<file path="src/rtl/fwd_pipe_ctrl.sv">
// EX-stage forwarding producer: owns EX/MEM and MEM/WB, generates ForwardA/ForwardB and load-use stall.
// Optional forwarding/stall statistics counters are built when FWD_STATS_EN is defined.
module fwd_pipe_ctrl #(
    parameter int unsigned DATA_W = 32,
    parameter int unsigned REG_AW = 5,
    parameter int unsigned CNT_W  = 16
) (
    input  logic              clk,
    input  logic              rst,
    input  logic [REG_AW-1:0] id_ex_rs,
    input  logic [REG_AW-1:0] id_ex_rt,
    input  logic [REG_AW-1:0] id_ex_write_reg,
    input  logic              id_ex_reg_write,
    input  logic              id_ex_mem_read,
    input  logic              id_ex_mem_write,
    input  logic [REG_AW-1:0] if_id_rs,
    input  logic [REG_AW-1:0] if_id_rt,
    input  logic [DATA_W-1:0] alu_result,
    input  logic [DATA_W-1:0] write_data,
    input  logic [DATA_W-1:0] mem_read_data,
    input  logic              flush,
    output logic [1:0]        ForwardA,
    output logic [1:0]        ForwardB,
    output logic              stall,
    output logic [DATA_W-1:0] ex_mem_alu_result,
    output logic [DATA_W-1:0] ex_mem_write_data,
    output logic [REG_AW-1:0] ex_mem_write_reg,
    output logic              ex_mem_reg_write,
    output logic              ex_mem_mem_read,
    output logic              ex_mem_mem_write,
    output logic [DATA_W-1:0] mem_wb_write_data,
    output logic [REG_AW-1:0] mem_wb_write_reg,
    output logic              mem_wb_reg_write,
    output logic [CNT_W-1:0]  fwd_cnt,
    output logic [CNT_W-1:0]  stall_cnt
);

    logic [DATA_W-1:0] ex_mem_alu_result_q;
    logic [DATA_W-1:0] ex_mem_write_data_q;
    logic [REG_AW-1:0] ex_mem_write_reg_q;
    logic              ex_mem_reg_write_q;
    logic              ex_mem_mem_read_q;
    logic              ex_mem_mem_write_q;

    logic              ex_mem_reg_write_d;
    logic              ex_mem_mem_read_d;
    logic              ex_mem_mem_write_d;

    logic [DATA_W-1:0] mem_wb_write_data_q;
    logic [REG_AW-1:0] mem_wb_write_reg_q;
    logic              mem_wb_reg_write_q;
    logic [DATA_W-1:0] mem_wb_write_data_d;

    logic [1:0]        forward_a;
    logic [1:0]        forward_b;
    logic              stall_d;

    // A flushed instruction keeps its data fields but loses every side effect.
    always_comb begin
        ex_mem_reg_write_d = id_ex_reg_write;
        ex_mem_mem_read_d  = id_ex_mem_read;
        ex_mem_mem_write_d = id_ex_mem_write;
        if (flush) begin
            ex_mem_reg_write_d = 1'b0;
            ex_mem_mem_read_d  = 1'b0;
            ex_mem_mem_write_d = 1'b0;
        end
    end

    always_ff @(posedge clk or posedge rst) begin
        if (rst) begin
            ex_mem_alu_result_q <= '0;
            ex_mem_write_data_q <= '0;
            ex_mem_write_reg_q  <= '0;
            ex_mem_reg_write_q  <= 1'b0;
            ex_mem_mem_read_q   <= 1'b0;
            ex_mem_mem_write_q  <= 1'b0;
        end else begin
            ex_mem_alu_result_q <= alu_result;
            ex_mem_write_data_q <= write_data;
            ex_mem_write_reg_q  <= id_ex_write_reg;
            ex_mem_reg_write_q  <= ex_mem_reg_write_d;
            ex_mem_mem_read_q   <= ex_mem_mem_read_d;
            ex_mem_mem_write_q  <= ex_mem_mem_write_d;
        end
    end

    always_comb begin
        mem_wb_write_data_d = ex_mem_alu_result_q;
        if (ex_mem_mem_read_q) begin
            mem_wb_write_data_d = mem_read_data;
        end
    end

    always_ff @(posedge clk or posedge rst) begin
        if (rst) begin
            mem_wb_write_data_q <= '0;
            mem_wb_write_reg_q  <= '0;
            mem_wb_reg_write_q  <= 1'b0;
        end else begin
            mem_wb_write_data_q <= mem_wb_write_data_d;
            mem_wb_write_reg_q  <= ex_mem_write_reg_q;
            mem_wb_reg_write_q  <= ex_mem_reg_write_q;
        end
    end

    // EX/MEM is checked first so the newer value wins; r0 is never forwarded.
    always_comb begin
        forward_a = 2'b00;
        if (ex_mem_reg_write_q && (ex_mem_write_reg_q != '0) &&
            (ex_mem_write_reg_q == id_ex_rs)) begin
            forward_a = 2'b10;
        end else if (mem_wb_reg_write_q && (mem_wb_write_reg_q != '0) &&
                     (mem_wb_write_reg_q == id_ex_rs)) begin
            forward_a = 2'b01;
        end
    end

    always_comb begin
        forward_b = 2'b00;
        if (ex_mem_reg_write_q && (ex_mem_write_reg_q != '0) &&
            (ex_mem_write_reg_q == id_ex_rt)) begin
            forward_b = 2'b10;
        end else if (mem_wb_reg_write_q && (mem_wb_write_reg_q != '0) &&
                     (mem_wb_write_reg_q == id_ex_rt)) begin
            forward_b = 2'b01;
        end
    end

    always_comb begin
        stall_d = 1'b0;
        if (id_ex_mem_read && (id_ex_write_reg != '0) &&
            ((id_ex_write_reg == if_id_rs) || (id_ex_write_reg == if_id_rt))) begin
            stall_d = 1'b1;
        end
    end

    assign ForwardA          = forward_a;
    assign ForwardB          = forward_b;
    assign stall             = stall_d;
    assign ex_mem_alu_result = ex_mem_alu_result_q;
    assign ex_mem_write_data = ex_mem_write_data_q;
    assign ex_mem_write_reg  = ex_mem_write_reg_q;
    assign ex_mem_reg_write  = ex_mem_reg_write_q;
    assign ex_mem_mem_read   = ex_mem_mem_read_q;
    assign ex_mem_mem_write  = ex_mem_mem_write_q;
    assign mem_wb_write_data = mem_wb_write_data_q;
    assign mem_wb_write_reg  = mem_wb_write_reg_q;
    assign mem_wb_reg_write  = mem_wb_reg_write_q;

`ifdef FWD_STATS_EN
    logic [CNT_W-1:0] fwd_cnt_q;
    logic [CNT_W-1:0] stall_cnt_q;
    logic             fwd_event;

    // Both selects active in one cycle still count as a single event.
    assign fwd_event = (forward_a != 2'b00) || (forward_b != 2'b00);

    always_ff @(posedge clk or posedge rst) begin
        if (rst) begin
            fwd_cnt_q   <= '0;
            stall_cnt_q <= '0;
        end else begin
            if (fwd_event && (fwd_cnt_q != '1)) begin
                fwd_cnt_q <= fwd_cnt_q + CNT_W'(1);
            end
            if (stall_d && (stall_cnt_q != '1)) begin
                stall_cnt_q <= stall_cnt_q + CNT_W'(1);
            end
        end
    end

    assign fwd_cnt   = fwd_cnt_q;
    assign stall_cnt = stall_cnt_q;
`else
    assign fwd_cnt   = '0;
    assign stall_cnt = '0;
`endif

endmodule

</file>
<file path="config.mk">
export PLATFORM = sky130hd
export DESIGN_NAME = fwd_pipe_ctrl
export DESIGN_NICKNAME = d
export VERILOG_FILES = /design/src/rtl/fwd_pipe_ctrl.sv
export SDC_FILE = /design/constraint.sdc
export NUM_CORES = 1
export LEC_CHECK = 0
export CAP_MARGIN = 30
export CORE_MARGIN = 3
export CORE_UTILIZATION = 34
export CTS_CLUSTER_DIAMETER = 200
export DETAILED_ROUTE_END_ITERATION = 7
export PLACE_DENSITY = 0.77
export REMOVE_ABC_BUFFERS = 1
export SYNTH_ARGS = -nofsm -noshare
export SYNTH_HDL_FRONTEND = slang
export SYNTH_SLANG_ARGS = --single-unit
</file>
<file path="constraint.sdc">
create_clock -name clk -period 4.2 [get_ports clk]
set_input_delay 0.84 -clock clk [delete_from_list [all_inputs] [get_ports clk]]
set_output_delay 0.84 -clock clk [all_outputs]
set_load 0.1 [all_outputs]
</file>
==> results of run 1 <==
==> critical path: stages <==
cell and delay [ns]:
clkdlybuf4s50_1 0.46, xor2_1 0.19, or4_1 0.52, nor4_2 0.27, buf_12 0.22
==> metrics by stage <==
stage               instances  setup WS (ns)  setup TNS, ns  power, W  hold WS [ns]
floorplan                 227          -2.18          -6.33   0.00183         0.871
global placement          607          0.873              0   0.00211         0.437
detailed placement        607          0.874              0   0.00212         0.440
CTS                       623          0.863              0   0.00283         0.454
global route              623          0.802              0   0.00290         0.455
finish                    623          0.855              0   0.00279         0.435
==> logic make-up (layout without fill, tap and decap cells) <==
| group | count (synthesis) | count (layout) |
|---|---|---|
| DFF | 110 | 110 |
| and+or+nand+nor | 18 | 18 |
| AOI/OAI and AO/OA | 4 | 4 |
| muxes | 32 | 32 |
| other | 1 | 32 |
| xor gates and xnor gates | 30 | 30 |
| buffers and inverters | 37 | 261 |
==> layer usage <==
layer	vias up	GRT usage, %	part of all wire (%)
met5	-	0	0
met1	1317	17.2	33
li1	1197	-	-
met4	0	8.35	2.9
met2	167	32.9	54
met3	24	7.23	10
==> cells in the final DEF, fill, tap and decap left out <==
master / count
clkdlybuf4s50_1: 235
nor4_1: 2
buf_12: 1
clkinv_4: 2
clkbuf_8: 9
o21ai_0: 1
mux2_2: 32
or4_1: 5
dfrtp_1: 110
nand3_1: 4
xor2_1: 20
a21oi_1: 1
xnor2_1: 10
o21ai_2: 1
conb_1: 32
o21ai_1: 1
clkbuf_1: 1
nor3_1: 2
nor2b_1: 3
inv_4: 1
bufinv_16: 2
inv_8: 1
clkinv_2: 1
nor4_2: 2
buf_4: 8
==> final cells by class <==
cell class	instances	share of cell area (%)
well taps	136	2.63
inverters	1	0.0966
flip-flops and latches	110	42.5
repair buffers	244	37.6
multi-input cells	116	13.8
clock buffers	10	1.97
clock inverters	6	1.45
==> worst paths after layout <==
kind / startpoint / to / slack, ns / cells after the start
setup / recovery: id_ex_rs[3] / ForwardA[0] / 0.85 / 5
hold / removal: ex_mem_reg_write / mem_wb_reg_write / 0.44 / 0
setup reg to reg: ex_mem_mem_read / mem_wb_write_data[20] / 2.88 / 2
hold reg to reg: ex_mem_reg_write / mem_wb_reg_write / 0.44 / 0
max in group asynchronous: rst / ex_mem_write_reg[2] / 2.37 / 3
min in group asynchronous: rst / ex_mem_write_data[10] / 0.98 / 2
==> power breakdown <==
group | switching (W) | internal (W)
registers | 0.0000294 | 0.00112
clock network | 0.000363 | 0.000342
logic | 0.000697 | 0.000243
==> cell usage after synthesis, types with 2 or more instances <==
cell	number	share of area (%)
buf_1	3	0.30
mux2_2	32	9.5
nor4_1	2	0.33
nor3_1	2	0.26
buf_4	32	6.3
nor2b_1	3	0.50
xnor2_1	10	2.3
xor2_1	20	4.6
nand3_1	4	0.53
nor4_2	2	0.66
or4_1	5	0.99
dfrtp_1	110	73
==> results, run 1 <==
- The run finished with clean final reports.
- Measured against its own limit, the worst slew margin works out to 31.9%.
- TritonCTS built the clock tree.
- The cell at the root of the clock tree is clkbuf_8.
- The type of the worst setup path is in -> out.
- The number of flops mapped to enable cells by yosys is 0.
- The number of detailed-route iterations in the first pass is 4.
- Using the TritonRoute via totals, the vias-per-cell ratio works out to 4.34.
- The number of antenna violations at the first check in global routing is 0.
- The number of DRC markers after the initial detailed-route iteration is 87.
- Of all nets on the critical path, the largest fanout is 2.
- Cells fill 61.3% of the core in the end.
- The ratio of cells with drive above 1 in the final layout is 12.3%.
- The power density over the cells is 432 nW/um^2.
- The count of H-tree levels built during CTS is 3.
- Setup violations remaining at the end of the flow were counted as 0.
- The pin count of the biggest net entering global routing is 69.
- The arrival time at the worst endpoint is 2.51 ns.
- After clock tree synthesis, the clock-pin slew on the worst setup and hold paths is 0.10 ns.
- The max-slew violation total from the final report came to 0.
- The post-route fraction of the period consumed by the critical path is 79.6%.
- The number of setup buffers added after CTS is 0.
- The repair_antennas step left the layout with diodes totalling 0.
- The floorplan has 37 rows.
- CTS saw 110 sinks.
- The number of input and output port buffers inserted is 241.
- After the last flow step, the layout net total stands at 609.
- The basic-gate share of the synthesized area counting and, or, nand and nor cells is 3.27%.
- Among all flip-flop cells after synthesis, the most frequent one is dfrtp_1.
- The average instance in the mapped netlist occupies 16.3 um^2.
- Dividing the detail-routed wire length by the instance count gives 17.6 um.
- The die boundary width is 112 um.
- The global-route wire length before repair is 17.1 mm.
- The later-pin clock latency in the skew report is 0.36 ns.
- The proportion of synthesized area in mux cells is 9.52%.
- The total global-route track usage is 17.8%.
- The area of the mapped netlist is 3790 um^2.
- The via count of the first global-routing pass is 3173.
- The die area is 12400 um^2.
- Summing all flip-flop and latch instances after layout gives 2750 um^2.
- STA classifies the critical path startpoint as a primary input.
- The floorplan step defined a core boundary enclosing 10600 um^2.
- The multi-input combinational cells in the finished layout cover a total of 891 um^2.
- Of the total synthesized cell area, the portion taken by full adders, half adders and majority gates is 0%.
- The final hold violation count is 0.
- At the pin with the least slew margin, the transition time is 1.02 ns.
- For the worst setup path, the data required time is 3.36 ns.
- The final layout contains routed wiring with a total length of 11.0 mm.
- VDD sags by at most 0.269 mV.
- The clock period could shrink to 3.35 ns.
- The count of different cell masters after synthesis is 19.
- The area after detailed placement is 6250 um^2.
- Counting the buffers created by CTS gives 9.
- The longest clock path from root to sink contains 2 buffers.
- The number of violations of the max-capacitance limit is 0.
- The warning count from the yosys run is 0.
- The total leakage power is 2.72 nW.
- Synthesis produced a netlist whose cell count is 232.
- Timing would allow up to 299 MHz.
- Setup repair after global routing left no endpoint under its margin.
- By area, the combinational part of the netlist is dominated by multiplexers.
- The total congestion overflow after global routing is 0.
- The area growth from synthesis to final layout is 71.0%.
- After filler insertion, the fill cell instance count of the layout stands at 846.
- The worst hold path class is reg -> reg.
- Sequential elements use 72.7% of the synthesized area.
- The count of nets left with antenna violations once routing finished came out at 0.
- The routed via count is 2705.
- Routability-driven placement finished with a final weighted congestion of 0.930.
- Summing the areas of all compound-gate instances in the mapped netlist gives 0.628% of the synthesized area.
- The number of hold buffers added after CTS was 0.
- The y dimension of the die is 112 um.
- The count of pins on the block boundary is 274.
- The post-DP HPWL is 8.72 mm.
- The critical path endpoint category is an output port.
- Post-CTS repair changed the size of 0 cells.
- The synthesis-stage register bit count is 110.
- The total DRC errors in the routed layout is 0.
- The proportion of register bits with asynchronous set or reset after synthesis is 100%.
- The design area is 6470 um^2.
- The starting density of the core is 35.9%.
- Of the total synthesized cell area, the portion taken by XOR and XNOR cells is 6.94%.
- Between clock sinks in the finished design, the worst skew comes to 0.0114 ns.
Power figures use the tool's default switching activity.
==> inputs of run 2 (changes only) <==
--- a/config.mk
+++ b/config.mk
@@ -7,10 +7,10 @@
 export LEC_CHECK = 0
 export CAP_MARGIN = 30
 export CORE_MARGIN = 3
-export CORE_UTILIZATION = 34
+export CORE_UTILIZATION = 31
 export CTS_CLUSTER_DIAMETER = 200
 export DETAILED_ROUTE_END_ITERATION = 7
-export PLACE_DENSITY = 0.77
+export PLACE_DENSITY = 0.74
 export REMOVE_ABC_BUFFERS = 1
 export SYNTH_ARGS = -nofsm -noshare
 export SYNTH_HDL_FRONTEND = slang
==> constraint.sdc (replaced) <==
create_clock -name clk -period 2.96 [get_ports clk]
set_input_delay 0.592 -clock clk [delete_from_list [all_inputs] [get_ports clk]]
set_output_delay 0.592 -clock clk [all_outputs]
set_load 0.1 [all_outputs]
==> run 2 against run 1 <==
Against the previous run: critical path depth rose by 1; largest power group unchanged; core utilization fell by 6.5 points; first-iteration DRC count fell by 29%; non-clock buffer count rose by 3.
==> results, run 2 (synthesis results as in run 1) <==
- The worst setup path is captured at an output port.
- The total DRC errors in the routed layout came to 0 (unchanged).
- The total buffers and inverters traversed by the critical path was 2 (unchanged).
- The global-route wire length before repair is 15.5 mm (-9.1%).
- The worst hold path class is reg -> reg.
- The count of H-tree levels built during CTS is 3 (unchanged).
- The total CTS buffers came to 9 (unchanged).
- The most common library cell in the layout ignoring fill and taps is clkdlybuf4s50_1.
- The post-DP HPWL came to 8.55 mm (-2.0%).
- The count of pins on the block boundary is 274 (unchanged).
- The cell at the root of the clock tree is clkbuf_16.
- The final layout net count is 612 (+0.49%).
- The final hold violation count is 0 (unchanged).
- Traced cell by cell, the critical path runs through or4_1 -> o21ai_2 -> nor4_1 -> buf_4 -> nor4_4 -> buf_12.
- The area growth from synthesis to final layout is 68.8%.
- The largest fanout on the critical path came to 5 (+3).
- The number of antenna violations at the first check in global routing is 0 (unchanged).
- The type of the worst setup path is reg -> out.
- The later-pin clock latency in the skew report was 0.34 ns (-0.02 ns).
- The total stage count of the critical path is 6 (+1).
- The die area is 13600 um^2 (+9.1%).
- The max-slew violation total from the final report is 0 (unchanged).
- The slowest stage of the critical path is the or4_1 cell.
- The number of input and output port buffers inserted is 241 (unchanged).
- The number of violations of the max-capacitance limit is 0 (unchanged).
- The post-route fraction of the period consumed by the critical path is 96.7%.
- The part of the power in the clock network is 28.3% (+3.1 points).
- The pin count of the biggest net entering global routing was 51 (-26%).
- The depth of the worst register-to-register path is 2 (unchanged).
- The total congestion overflow after global routing is 0 (unchanged).
- The area after detailed placement was 6090 um^2 (-2.7%).
- The area of combinational cells with multiple inputs is 900 um^2 (+0.98%).
- The starting density of the core came to 32.5% (-3.4 points).
- The total core area is 11700 um^2 (+10%).
- The run finished with clean final reports.
- The most critical setup path has its startpoint at ex_mem_write_reg[1].
- The switching portion of total power is 38.2% (-0.81 points).
- The total global-route track usage is 15.5% (-2.3 points).
- The maximum achievable frequency is 349 MHz.
- The design area is 6390 um^2 (-1.3%).
- The routed wire length is 10.7 mm (-2.9%).
- The power after layout is 0.00411 W (+47%).
- The worst setup path endpoint is ForwardB[0].
- The via density per instance was 4.25 (-2.2%).
- The flip-flop and latch area was 2750 um^2 (about the same).
- The die boundary width is 117 um (+4.5%).
- The required time at the endpoint of the critical path is 2.37 ns (-0.99 ns).
- The arrival time at the worst endpoint is 2.27 ns (-0.24 ns).
- The average routed wire per standard cell was 16.8 um (-4.4%).
- The final antenna diode count is 0 (unchanged).
- STA classifies the critical path startpoint as a flop.
- The final weighted congestion in routability-driven placement is 0.858 (-7.7%).
- The delay contributed by the slowest stage of the critical path came to 0.55 ns (+0.03 ns).
- The ratio of cells with drive above 1 in the final layout is 35.3% (+23 points).
- The via count of the first global-routing pass is 2987 (-5.9%).
- The kind of cell adding the most delay to the critical path is simple AND/OR/NAND/NOR gates.
- The number of failing setup endpoints in the final timing report came to 0 (unchanged).
- The normalized max-slew margin is 65.0% (+33 points).
- The routed via count was 2689 (-0.59%).
- The relative contribution of combinational cells to total power is 31.9% (-1.8 points).
- The internal power consumption came to 0.00254 W (+49%).
- The total leakage power is 2.89 nW (+6.1%).
- The share of the core filled with cells is 54.8% (-6.5 points).
- The number of clock sinks seen by CTS is 110 (unchanged).
- In the layout the commonest cells are 126 x clkdlybuf4s50_1, 114 x buf_4, 109 x dfrtp_1.
- The number of hold buffers added after cts is 0 (unchanged).
- The number of detailed-route iterations in the first pass is 4 (unchanged).
- The slew at the pin with the worst max-slew slack is 0.521 ns (-0.497 ns).
- The register-to-register setup slack is 1.48 ns (-1.40 ns).
- TritonCTS built the clock tree.
- The post-route antenna net violation count is 0 (unchanged).
- The endpoint of the worst register-to-register path is mem_wb_write_data[11].
- The buffer depth of the longest clock path is 2 (unchanged).
- The number of fill cells in the layout is 971 (+15%).
- The setup clock skew after layout is 0.00471 ns (-0.00668 ns).
- The worst flop-to-flop path startpoint is ex_mem_mem_read.
- The number of placement rows is 39 (+5.4%).
- The power density over the cells came to 643 nW/um^2 (+49%).
- The power dissipated by switching net loads is 0.00157 W (+44%).
- The maximum ir drop on the vdd rail is 0.381 mV (+42%).
- Subtracting the final worst setup slack from the clock period gives 2.86 ns.
- The sequential cell fraction of total power is 39.7% (-1.4 points).
- The clock-pin slew of the registers on the worst-case setup and hold paths came to 0.07 ns (-0.03 ns).
- The number of DRC markers after the initial detailed-route iteration was 62 (-29%).
- The y dimension of the die came to 117 um (+4.5%).
==> run 2: layout make-up <==
cell class              count  area share (%)
multi-input cells         116            14.1
clock buffers              12            4.01
well taps                 143            2.80
repair buffers            247            35.3
inverters                   1          0.0979
clock inverters             4           0.587
flip-flops and latches    110            43.1
==> run 2: per-stage QoR <==
| stage | hold WS [ns] | setup slack [ns] | std cells | setup TNS [ns] |
|---|---|---|---|---|
| after floorplan | 0.623 | -3.17 | 227 | -69.18 |
| after global placement | 0.406 | 0.140 | 617 | 0 |
| after detailed placement | 0.429 | 0.138 | 617 | 0 |
| after CTS | 0.445 | 0.0193 | 633 | 0 |
| after global routing | 0.463 | -0.0472 | 633 | -0.0472 |
| final | 0.442 | 0.0980 | 633 | 0 |
==> run 2: how the worst min path moves through the flow <==
stage	end	startpoint	cells after the start
4_1_cts	mem_wb_reg_write	ex_mem_reg_write	0
3_5_place_dp	mem_wb_reg_write	ex_mem_reg_write	0
6_report	mem_wb_reg_write	ex_mem_reg_write	0
2_1_floorplan	ex_mem_alu_result[0]	alu_result[0]	0
5_1_grt	mem_wb_reg_write	ex_mem_reg_write	0
3_3_place_gp	mem_wb_reg_write	ex_mem_reg_write	0
==> run 2: metal layers <==
metal  track usage [%]  share of wire, %  up-vias
li1                  -                 -     1209
met1              14.8                32     1301
met2              28.3                55      162
met3              6.74                11       17
met4              7.58               2.4        0
met5                 0                 0        -
==> run 2: power by group through the flow <==
stage	combinational, W	sequential, W	clock, W
floorplan	0.000278	0.00231	0
global placement	0.00131	0.00166	0
detailed placement	0.00132	0.00166	0
CTS	0.00132	0.00163	0.00121
global route	0.00135	0.00164	0.00127
finish	0.00131	0.00163	0.00116
==> run 2: repair_timing <==
action                     in CTS  in global routing
setup endpoints to repair       0                  1
gates resized for setup         0                  2
buffers inserted                0                  0
==> edit, RTL diff (flow settings as in run 2) <==
Add a define of `FWD_STATS_EN`.
--- a/src/rtl/fwd_pipe_ctrl.sv
+++ b/src/rtl/fwd_pipe_ctrl.sv
@@ -1,5 +1,7 @@
 // EX-stage forwarding producer: owns EX/MEM and MEM/WB, generates ForwardA/ForwardB and load-use stall.
 // Optional forwarding/stall statistics counters are built when FWD_STATS_EN is defined.
+`define FWD_STATS_EN
+
 module fwd_pipe_ctrl #(
     parameter int unsigned DATA_W = 32,
     parameter int unsigned REG_AW = 5,
Function: changed (Yosys sat finds a counterexample within 4 cycles, from zero or initial values and one cycle with rst high).
==> edit against run 2 <==
Synthesized area is 35% higher; clock power is 100% higher; worst setup slack better by 28 ps; sequential cell count is 32 higher; routed wire length is 38% higher; cell area is 33% higher; power is 48% higher; non-clock buffer count is 35 higher; critical endpoint is now ForwardA[0]; largest cell class unchanged; largest power group is now the clock network.
==> edit: results (changes against run 2) <==
[synth]
yosys-top-cells-count=dfrtp_1 (142), mux2_2 (34), xor2_1 (33), xnor2_1 (25), nor2_1 (15)  ; was dfrtp_1 (110), buf_4 (32), mux2_2 (32), xor2_1 (20), xnor2_1 (10)
seq_area_frac_synth=0.6968  ; was 0.7270
synth_cell_types=31  ; was 19
synth_cells=347  ; was 232
synth.area.top_cells=dfrtp_1 (70%), mux2_2 (7.5%), xor2_1 (5.7%)  ; was dfrtp_1 (73%), mux2_2 (9.5%), buf_4 (6.3%)
synth-seq-cells=142  ; was 110

[min_path]
hp-class=reg2reg  ; unchanged

[place]
globalplace.congestion=0.8559  ; was 0.8576
place_hpwl_um=11150  ; was 8553 um
place_inst=838  ; was 617
numPortBuffers=273  ; was 241
place_ws_ps=27.90  ; was 138.5 ps

[power]
irDropWorstVdd_mv=0.8238  ; was 0.3805 mV
p_leak_nw=3.895  ; was 2.890 nW

[clock_network]
clkLatencyLatePin_ps=410  ; was 340 ps
htreeDepth=4  ; was 3
clock_path_buffers=2  ; unchanged
cts-buffers-inserted=17  ; was 9

[global_route]
grt_pass1_wl_um=22840  ; was 15,500 um
grt_pass1_vias=4283  ; was 2,987
grt_usage=0.1635  ; was 0.1550
grt_max_degree=65  ; was 51

[worst_setup_path]
r2r-start=ex_mem_write_reg[1]  ; was ex_mem_mem_read
path_max_fanout=2  ; was 5
cp.arrival_ps=2240  ; was 2270 ps
critPathCapture=ForwardA[0]  ; was ForwardB[0]
worstRegToRegCells=6  ; was 2
r2r_end=fwd_cnt[1]  ; was mem_wb_write_data[11]
crit_start=id_ex_rs[0]  ; was ex_mem_write_reg[1]
reg2reg_slack_ps=360  ; was 1480 ps

[layout]
multi_input_area_share=0.1768  ; was 0.1408
layout.nonclk_buf_frac=0.2972  ; was 0.3532
nFillCells=1323  ; was 971
nMultiInputCombCells=195  ; was 116
nClkBuffers=18  ; was 12
layout-drive-gt1-share=0.3492  ; was 0.3531
signal_buffers=282  ; was 247
clkCellAreaFrac=0.07547  ; was 0.04602
regArea_um2=3553  ; was 2754 um2
instances_no_fill=869  ; was 633
n_all_inverters=3  ; was 1
layout.nets=770  ; was 612

[sta]
worstMarginPinSlew_ps=797.6  ; was 520.5 ps
fin_crit_ps=2834  ; was 2862 ps
final.setup_skew_ps=10.43  ; was 4.707 ps

[routing]
wirelength_um=14770  ; was 10,660 um
vias=3851  ; was 2,689
drtIter0Drc=132  ; was 62

[run_status]
status=finished clean  ; unchanged

## edit: how the worst min path moves through the flow
stage                           end  depth (start not counted)              from  slack (ps)
2_1_floorplan  ex_mem_alu_result[0]                          0     alu_result[0]         620
3_3_place_gp       mem_wb_reg_write                          0  ex_mem_reg_write         470
3_5_place_dp       mem_wb_reg_write                          0  ex_mem_reg_write         480
4_1_cts            mem_wb_reg_write                          0  ex_mem_reg_write         490
5_1_grt            mem_wb_reg_write                          0  ex_mem_reg_write         520
6_report           mem_wb_reg_write                          0  ex_mem_reg_write         490
## edit: stage by stage
stage	area [um2]	power, W
after floorplan	5065	0.003299
after global placement	7873	0.003775
after detailed placement	7873	0.003801
after CTS	8516	0.006157
after global routing	8522	0.006285
final	8522	0.006079
## edit: cell families (layout without fill, tap and decap cells)
kind of cell,count (synthesis),in the layout,synth area share
XOR/XNOR,58,58,0.09961
flip-flops,142,142,0.6968
AND/OR/NAND/NOR,96,96,0.1052
multiplexers,36,36,0.07998
buffers and inverters,10,316,0.009077
AO/OA/AOI/OAI,3,3,0.004416
adder cells (fa/ha/maj),2,2,0.004906
## edit: routing by layer
| metal | global-route usage | part of all wire | vias to the layer above |
|---|---|---|---|
| met3 | 0.06639 | 0.086 | 22 |
| met4 | 0.05882 | 0.019 | 0 |
| li1 | - | - | 1768 |
| met2 | 0.2844 | 0.53 | 177 |
| met1 | 0.1807 | 0.36 | 1884 |
| met5 | 0 | 0 | - |
## edit: critical path: stages
cell and delay, ps:
clkdlybuf4s50_1 530, xnor2_1 140, nand4_1 150, nor4_2 290, nor2b_1 300, buf_12 210
## edit: where the power goes
group / switching (W) / internal (W)
sequential: 0.000107 / 0.00207
combinational: 0.00116 / 0.000417
clock: 0.000826 / 0.00150
